===== src/rtl/motor_pkg.sv =====
// Shared types and constants for the SPI-driven pan/tilt stepper controller.
package motor_pkg;

    typedef enum logic [1:0] {
        IDLE,
        SETUP,
        PULSE,
        GAP
    } axis_state_t;

    localparam int ETC_STOP_BIT = 0;
    localparam int ETC_HOLD_BIT = 1;

    // Wide enough for the largest axis magnitude (|-128| = 128).
    localparam int MAG_W = 9;

    typedef struct packed {
        logic [MAG_W-1:0] mag;
        logic             dir;
    } cmd_t;

endpackage


===== src/rtl/motor_axis.sv =====
// One stepper axis: pending-command slot, IDLE/SETUP/PULSE/GAP sequencer, step/dir/busy.
module motor_axis
    import motor_pkg::*;
#(
    parameter int DATA_W      = 8,
    parameter int STEP_HIGH   = 100,
    parameter int STEP_PERIOD = 1000,
    parameter int DIR_SETUP   = 50
) (
    input  logic            clk,
    input  logic            reset,
    input  logic            stop,
    input  logic            cmd_valid,
    input  logic [DATA_W:0] cmd_mag,
    input  logic            cmd_dir,
    output logic            step,
    output logic            dir,
    output logic            busy
);

    localparam int CNT_W   = $clog2(STEP_PERIOD);
    localparam int SETUP_W = $clog2(DIR_SETUP + 1);

    axis_state_t        state, state_next;
    logic [CNT_W-1:0]   cnt;
    logic [MAG_W-1:0]   remaining;
    logic [SETUP_W-1:0] setup_left;
    cmd_t               pend;
    logic               pend_valid;
    logic               load;
    logic               dir_flip;

    always_ff @(posedge clk or negedge reset) begin
        if (!reset) state <= IDLE;
        else        state <= state_next;
    end

    // A zero-magnitude command is absorbed in IDLE without touching dir.
    always_comb begin
        state_next = state;
        load       = 1'b0;
        dir_flip   = 1'b0;
        case (state)
            IDLE: begin
                if (pend_valid) begin
                    load = 1'b1;
                    if (pend.mag == '0) begin
                        state_next = IDLE;
                    end else if (pend.dir != dir || setup_left != '0) begin
                        dir_flip   = (pend.dir != dir);
                        state_next = SETUP;
                    end else begin
                        state_next = PULSE;
                    end
                end
            end
            SETUP: if (setup_left <= SETUP_W'(1)) state_next = PULSE;
            PULSE: if (cnt == CNT_W'(STEP_HIGH - 1)) state_next = GAP;
            GAP: begin
                if (cnt == CNT_W'(STEP_PERIOD - 1)) begin
                    if (pend_valid)            state_next = IDLE;
                    else if (remaining != '0)  state_next = PULSE;
                    else                       state_next = IDLE;
                end
            end
            default: state_next = IDLE;
        endcase
        if (stop) state_next = IDLE;
        step = (state == PULSE);
        busy = (state != IDLE) || pend_valid;
    end

    // cnt runs from the rising step edge through the whole GAP, so one counter times the period.
    always_ff @(posedge clk or negedge reset) begin
        if (!reset) begin
            cnt        <= '0;
            remaining  <= '0;
            dir        <= 1'b0;
            setup_left <= '0;
            pend       <= '0;
            pend_valid <= 1'b0;
        end else begin
            if (setup_left != '0) setup_left <= setup_left - SETUP_W'(1);
            if (stop) begin
                cnt        <= '0;
                remaining  <= '0;
                pend_valid <= 1'b0;
            end else begin
                if (state == PULSE || (state == GAP && state_next == GAP)) cnt <= cnt + CNT_W'(1);
                else                                                       cnt <= '0;
                if (state == PULSE && state_next == GAP) remaining <= remaining - MAG_W'(1);
                if (load) begin
                    pend_valid <= 1'b0;
                    remaining  <= pend.mag;
                    if (dir_flip) begin
                        dir        <= pend.dir;
                        setup_left <= SETUP_W'(DIR_SETUP);
                    end
                end
                if (cmd_valid) begin
                    pend_valid <= 1'b1;
                    pend       <= '{mag: MAG_W'(cmd_mag), dir: cmd_dir};
                end
            end
        end
    end

endmodule


===== src/rtl/spi_motor_ctrl.sv =====
// Decodes SPI MOSI frames into pan/tilt step commands and drives two motor_axis engines.
// Optional link watchdog enabled by defining MOTOR_WDT_EN.
module spi_motor_ctrl
    import motor_pkg::*;
#(
    parameter int STEP_HIGH   = 100,
    parameter int STEP_PERIOD = 1000,
    parameter int DIR_SETUP   = 50,
    parameter int WDT_CYCLES  = 10_000_000
) (
    input  logic        clk,
    input  logic        reset,
    input  logic [7:0]  mortor_xdata,
    input  logic [6:0]  mortor_ydata,
    input  logic [16:0] mosi_etc,
    input  logic        mosi_valid,
    output logic        x_step,
    output logic        y_step,
    output logic        x_dir,
    output logic        y_dir,
    output logic        x_busy,
    output logic        y_busy,
    output logic        wdt_fault
);

    logic       frame_stop;
    logic       cmd_valid;
    logic       axis_stop;
    logic       wdt_stop;
    logic [8:0] x_ext, x_mag;
    logic [7:0] y_ext, y_mag;
    logic       unused_etc;

    assign unused_etc = ^mosi_etc[16:2];

    assign frame_stop = mosi_valid && mosi_etc[ETC_STOP_BIT];
    assign cmd_valid  = mosi_valid && !mosi_etc[ETC_STOP_BIT] && !mosi_etc[ETC_HOLD_BIT] && !wdt_fault;
    assign axis_stop  = frame_stop || wdt_stop;

    // Sign-extend one bit first so |-128| and |-64| fit without overflow.
    assign x_ext = {mortor_xdata[7], mortor_xdata};
    assign y_ext = {mortor_ydata[6], mortor_ydata};
    assign x_mag = x_ext[8] ? (~x_ext + 9'd1) : x_ext;
    assign y_mag = y_ext[7] ? (~y_ext + 8'd1) : y_ext;

`ifdef MOTOR_WDT_EN
    localparam int WDT_W = $clog2(WDT_CYCLES);

    logic [WDT_W-1:0] wdt_cnt;
    logic             wdt_trip;
    logic             fault_q;

    assign wdt_trip  = !mosi_valid && !fault_q && (wdt_cnt == WDT_W'(WDT_CYCLES - 1));
    assign wdt_stop  = wdt_trip || fault_q;
    assign wdt_fault = fault_q;

    // The counter freezes once tripped; only a STOP frame (or reset) re-arms the link.
    always_ff @(posedge clk or negedge reset) begin
        if (!reset) begin
            wdt_cnt <= '0;
            fault_q <= 1'b0;
        end else if (mosi_valid) begin
            wdt_cnt <= '0;
            if (frame_stop) fault_q <= 1'b0;
        end else if (wdt_trip) begin
            fault_q <= 1'b1;
        end else if (!fault_q) begin
            wdt_cnt <= wdt_cnt + WDT_W'(1);
        end
    end
`else
    logic unused_wdt;

    assign unused_wdt = (WDT_CYCLES == 0);
    assign wdt_stop   = 1'b0;
    assign wdt_fault  = 1'b0;
`endif

    motor_axis #(
        .DATA_W      (8),
        .STEP_HIGH   (STEP_HIGH),
        .STEP_PERIOD (STEP_PERIOD),
        .DIR_SETUP   (DIR_SETUP)
    ) u_x_axis (
        .clk       (clk),
        .reset     (reset),
        .stop      (axis_stop),
        .cmd_valid (cmd_valid),
        .cmd_mag   (x_mag),
        .cmd_dir   (mortor_xdata[7]),
        .step      (x_step),
        .dir       (x_dir),
        .busy      (x_busy)
    );

    motor_axis #(
        .DATA_W      (7),
        .STEP_HIGH   (STEP_HIGH),
        .STEP_PERIOD (STEP_PERIOD),
        .DIR_SETUP   (DIR_SETUP)
    ) u_y_axis (
        .clk       (clk),
        .reset     (reset),
        .stop      (axis_stop),
        .cmd_valid (cmd_valid),
        .cmd_mag   (y_mag),
        .cmd_dir   (mortor_ydata[6]),
        .step      (y_step),
        .dir       (y_dir),
        .busy      (y_busy)
    );

endmodule


===== config.mk =====
export PLATFORM = sky130hd
export DESIGN_NAME = spi_motor_ctrl
export DESIGN_NICKNAME = d
export VERILOG_FILES = /design/src/rtl/motor_pkg.sv /design/src/rtl/motor_axis.sv /design/src/rtl/spi_motor_ctrl.sv
export SDC_FILE = /design/constraint.sdc
export NUM_CORES = 1
export LEC_CHECK = 0
export BUFFER_PORTS_ARGS = -buffer_cell sky130_fd_sc_hd__buf_2
export CAP_MARGIN = 5
export CORE_MARGIN = 4
export CORE_UTILIZATION = 45
export CTS_BUF_LIST = sky130_fd_sc_hd__clkbuf_4 sky130_fd_sc_hd__clkbuf_8
export DETAILED_ROUTE_END_ITERATION = 10
export GPL_ROUTABILITY_DRIVEN = 0
export HOLD_SLACK_MARGIN = 0.1
export PLACE_DENSITY = 0.62
export SETUP_SLACK_MARGIN = 0.4
export SYNTH_ARGS = -nofsm -noshare
export SYNTH_HDL_FRONTEND = slang
export SYNTH_SLANG_ARGS = --single-unit

===== constraint.sdc =====
create_clock -name clk -period 4.9 [get_ports clk]
set_input_delay 0.245 -clock clk [delete_from_list [all_inputs] [get_ports clk]]
set_output_delay 0.245 -clock clk [all_outputs]
set_load 0.02 [all_outputs]

**Word-level counts from Yosys, hierarchy flattened**

Index checks and enable logic that the tools add are counted.

- Flip-flop bits (word level): 77
- Bits in latches: 0
- RAM bits: 0
- Bits in read-only memories: 0
- Input port bits: 35
- Output and inout port bits: 7
- Logic and storage cells: 133
- Memories: 0

- Add/sub/neg operators: 8
- Multipliers: 0
- Divide/modulo/power cells: 0
- $lt $le $gt $ge: 2
- Eq/ne operators: 14
- Shift operators: 0
- Mux-type cells: 58
- Bitwise operators: 3
- Reduce and logical (&&, ||, !) cells: 32

Operators by type and width:

| operator | number |
|---|---|
| 9-bit 2-to-1 mux | 7 |
| 6-bit 2-to-1 mux | 8 |
| 10-bit 2-to-1 mux | 4 |
| 2-bit 2-to-1 mux | 18 |
| 10-bit by 1-bit adder with 10-bit output (second input constant) | 2 |
| 10-bit equality test (second input constant) | 2 |
| 10-bit by 7-bit equality test with 1-bit output (second input constant) | 2 |
| 9-bit logical NOT | 2 |
| 1-bit 2-to-1 mux | 18 |
| 9-bit nonzero test | 2 |
| 9-bit by 1-bit subtractor with 9-bit output (second input constant) | 2 |
| 2-bit case mux with 4 select lines | 2 |
| 2-bit equality test (second input constant) | 6 |
| 6-bit by 1-bit less-or-equal comparator with 1-bit output (second input constant) | 2 |
| 3-bit nonzero test | 4 |
| 6-bit nonzero test | 2 |
| 6-bit by 1-bit subtractor with 6-bit output (second input constant) | 2 |
| 9-bit by 1-bit adder with 9-bit output (second input constant) | 1 |
| 9-bit inverter | 1 |
| 8-bit by 1-bit adder with 8-bit output (second input constant) | 1 |
| 8-bit 2-to-1 mux | 1 |
| 8-bit inverter | 1 |
| 1-bit logical AND | 7 |
| 1-bit logical OR | 6 |
| 8 further kinds | 14 |

**Longest topological paths before layout**

- Depth in word-level cells: 12
- Mapped depth: 7
- Depth with buffers taken out: 7

**Modules after synthesis**

Synthesis repeated with hierarchy kept, for this count alone.

- Cell total of the unflattened synthesis: 453
- Area total of the unflattened synthesis: 4,521.8 um^2

Modules (own cells, without submodules):

| module | instances | cells each | area each (um^2) | sequential area each (um^2) |
|---|---|---|---|---|
| motor_axis (u_x_axis) | 1 | 209 | 2,147.1 | 975.9 |
| motor_axis (u_y_axis) | 1 | 204 | 2,092.0 | 950.9 |
| spi_motor_ctrl | 1 | 40 | 282.8 | 0.0 |

**Worst setup path after synthesis**

No wires, ideal clock.

- Kind: register to register
- From: register u_x_axis.cnt[0]
- To: register u_x_axis.remaining[7]
- Library setup time: 0.069 ns
- Arrival: 1.787 ns
- Required time: 4.831 ns
- Setup slack: 3.045 ns
- Stages on the path, launching flop included: 7
- Path buffers: 0
- Clock period less this slack: 1.855 ns
- Cell sequence: dfrtp_1 ha_1 or3b_1 nor3_2 nand2_1 or3_1 nand3_1

- Cells in the longest elaborated chain, start to end: 7
- Elaborated cells between the ends (all ways): 9
- Those cells by class: eq/ne: 3; mux: 4; reduce/logical: 2

Ends and longest elaborated chain:

| element | line | RTL |
|---|---|---|
| from (decl) | motor_axis.sv:25 | `logic [CNT_W-1:0] cnt;` |
| from (signal assigned) | motor_axis.sv:89 | `if (state == PULSE \|\| (state == GAP && state_next == GAP)) cnt <= cnt + CNT_W'(1);` |
| 10-bit equality test / 10-bit by 7-bit equality test with 1-bit output (equally long branches) | motor_axis.sv:60, motor_axis.sv:58 |  |
| 2-bit 2-to-1 mux, on equally long branches | motor_axis.sv:60, motor_axis.sv:58 |  |
| 2-bit case mux with 4 select lines (*) | motor_axis.sv:43 | `case (state)` |
| 2-bit 2-to-1 mux (*) | motor_axis.sv:68 | `if (stop) state_next = IDLE;` |
| 2-bit equality test (*) | motor_axis.sv:91 | `if (state == PULSE && state_next == GAP) remaining <= remaining - MAG_W'(1);` |
| 1-bit logical AND (*) | motor_axis.sv:91 |  |
| 3-bit nonzero test (no source line) (*) | - |  |
| to (signal assigned) | motor_axis.sv:91 |  |
| to (signal assigned) | motor_axis.sv:94 | `remaining <= pend.mag;` |
| to (decl) | motor_axis.sv:26 | `logic [MAG_W-1:0] remaining;` |

Mark *: on every way between the ends. The rest lies on a longest branch, timed or not.
A chain may end at the register's enable or synchronous reset.

**Worst setup path after layout**

Ends and elaborated chain as after synthesis.

==> impl_metrics.ini <==
[placement]
place_worst_setup_slack_ns = 2.79
portBuffers = 25
post-dp-hpwl_um = 5860

[hold_path]
worstHoldPathCells = 2
min_from = mortor_xdata[0]
whs_endpoint = u_x_axis.pend[1]
hp-class = in -> reg

[synthesis]
syn_inst = 449
synth_edf_count = 0
synth.most_common_cell = dfrtp_1
synth_top_area_share_pct = 45.8
synth_area_leader_cell = dfrtp_1
syn_nets = 498
synthFlopType = dfrtp_1
synth.distinct_cells = 55
syn_avg_cell_area_um2 = 9.37
yosys_warnings = 0
synthArstFlopShare_pct = 100
synth_seq_area_share_pct = 45.8
ys_top_cells_by_count = dfrtp_1, nor2_1, nand2_1
synth_area_leaders = dfrtp_1, xor2_1, nor2_1, xnor2_1, ha_1
netlist_area_um2 = 4210
ys_ff_latch = 77

[timing]
slew_violations = 0
hold_viol_final = 0
max_slew.worst_pin.slew_ns = 0.952
slew_headroom_pct = 36.5
fin_crit_sh_pct = 44.1
clock_skew_ns = 0.0109
setup_tns_ns = 0
setup_viol = 0
rsz0062_at_grt = false
fmaxAchievable_mhz = 463
min_period_ns = 2.16
worst_slack_ns = 2.74

[detailed_routing]
drc = 0
detail-route-antenna-nets = 0
num_vias = 3154
drt-total-wl_um = 8090
dr.pass1.iters = 4
drtIter0Drc = 175
wl_per_cell_um = 13.8
avgViaCountPerCell = 5.36

[flow_run]
drv_cap = 0

[die]
num_rows = 35
die_x_um = 105
pin_count = 42
core_um2 = 9150
fp.dieArea_um2 = 11000
start_util_pct = 45.9
die_height_um = 105

[grt]
groute.usage.overall_pct = 15.8
grt_overflow_total = 0
antenna_found_initial = 0
grt_pass1_wl_um = 14200
grt_pass1_vias = 3175
grt_max_degree = 78

[setup_path]
reg2regPathDepth = 6
path_cells = ha_1 > or3b_1 > nor3_2 > nand2_1 > or3_1 > nand3_1
r2r_end = u_x_axis.remaining[7]
worst_setup_path_end_kind = register
required_ns = 5.18
arrival_ns = 2.44
r2r_setup_slack_ns = 2.74
worst-setup-path-type = reg -> reg
cpMaxStageDelayCell = or3b_1
start_kind = register
r2r_start = u_x_axis.cnt[0]
max_stage_delay_ns = 0.48
critical_path.max_fanout = 6

[clocking]
clock-root-buffer = clkbuf_8
h-tree-depth = 3
clkTransAtPathRegs_ns = 0.08
ctsResizeCount = 0
post_cts_buffers = 0
cts_buffer_depth = 2
cts_tree = built
cts_inserted_buffers = 9
clkSinkCount = 77
clock_latency_ns = 0.35

[layout]
final_nets = 522
drive_above_1_share_pct = 12.2
nFillCells = 863
ff_latch_area_um2 = 1930
area_delta_synth_final_pct = 10.0
antenna_cells = 0
multi_input_area_um2 = 2140

[power_and_ir_drop]
p_leak_uw = 0.00198
powerDensity_nw_per_um2 = 439
vdd_ir_drop_max_mv = 0.212

[run_status]
status = finished, final reports clean
critical path: cells and delay by family (launching register included):
kind,cells,cell delay (ns)
simple gates,5,1.42
flops,1,0.40
fa+ha+maj,1,0.27
registers in the layout, indices dropped and copies added (netlist names):
signal	flops
u_x_axis.cnt	10
u_x_axis.pend	10
u_y_axis.cnt	10
u_x_axis.remaining	9
u_y_axis.pend	9
u_y_axis.remaining	9
u_x_axis.setup_left	6
u_y_axis.setup_left	6
u_x_axis.state	2
u_y_axis.state	2
u_x_axis.dir	1
u_x_axis.pend_valid	1
u_y_axis.dir	1
u_y_axis.pend_valid	1
metrics by stage:
step / power, µW / std cells / instance area [µm²] / util (%) / hold slack, ns
2_1_floorplan: 1410 / 449 / 4210 / - / -0.0506
3_3_place_gp: 1540 / 572 / 4420 / 48.3 / 0.463
3_5_place_dp: 1560 / 572 / 4420 / 48.3 / 0.470
4_1_cts: 2050 / 588 / 4630 / 50.5 / 0.146
5_1_grt: 2200 / 588 / 4630 / 50.5 / 0.152
6_report: 2030 / 588 / 4630 / 50.5 / 0.159
kinds of logic after synthesis:
kind of cell / after synthesis / share of synthesized area (%)
other: 1 / 0.0892
DFF: 77 / 45.8
buffers and inverters: 35 / 3.42
xor gates and xnor gates: 49 / 10.2
muxes: 9 / 2.35
and+or+nand+nor: 181 / 22.6
AOI/OAI and AO/OA: 83 / 11.4
adders and majority gates: 14 / 4.17
worst max-delay path by stage:
stage / from / endpoint / slack [ns] / cells after the start
global placement: u_x_axis.cnt[0] / u_x_axis.remaining[7] / 2.83 / 6
floorplan: u_x_axis.cnt[0] / u_x_axis.remaining[7] / 3.04 / 6
CTS: u_x_axis.cnt[0] / u_x_axis.remaining[7] / 2.76 / 6
finish: u_x_axis.cnt[0] / u_x_axis.remaining[7] / 2.74 / 6
global route: u_x_axis.cnt[0] / u_x_axis.remaining[7] / 2.63 / 6
detailed placement: u_x_axis.cnt[0] / u_x_axis.remaining[7] / 2.79 / 6
layer usage:
layer / global-route usage (%) / routed length [µm]
met4: 5.72 / 125
met3: 3.46 / 269
met5: 0 / 0
met2: 25.6 / 3720
met1: 21.0 / 3980
cell usage in the layout, fill, tap and decap left out, types with 3 or more instances in the layout:
cell type,instances
o21ai_0,26
a21oi_1,33
xnor2_1,23
nand2_1,37
nor2_1,54
ha_1,14
and4_1,3
dfrtp_1,77
o211ai_1,3
nor4_1,9
inv_1,21
nand2b_1,4
clkbuf_8,11
and2_1,7
and3_1,5
or3_1,6
xor2_1,26
nand3_1,18
nor3_1,10
nand4_1,6
nor2b_1,5
o31ai_1,4
buf_2,24
mux2_2,7
a211oi_1,4
layout make-up:
cell class | count | share of cell area [%]
Clock buffer | 11 | 3.27
Clock inverter | 4 | 1.03
Inverter | 21 | 1.70
Multi-Input combinational cell | 337 | 46.2
Sequential cell | 77 | 41.7
Tap cell | 111 | 3.00
Timing Repair Buffer | 27 | 3.14
repair_timing:
action | CTS | global route
hold buffers | 1 | 0
endpoints found under the setup margin | 0 | 0
endpoints found under the hold margin | 43 | 0
where the power goes:
part	total (µW)	leakage, µW	internal [µW]	switching, µW
clock	481	0.000101	259	222
combinational	605	0.000896	270	335
sequential	944	0.000980	789	156
No activity file was read; power rests on OpenSTA's default activity.
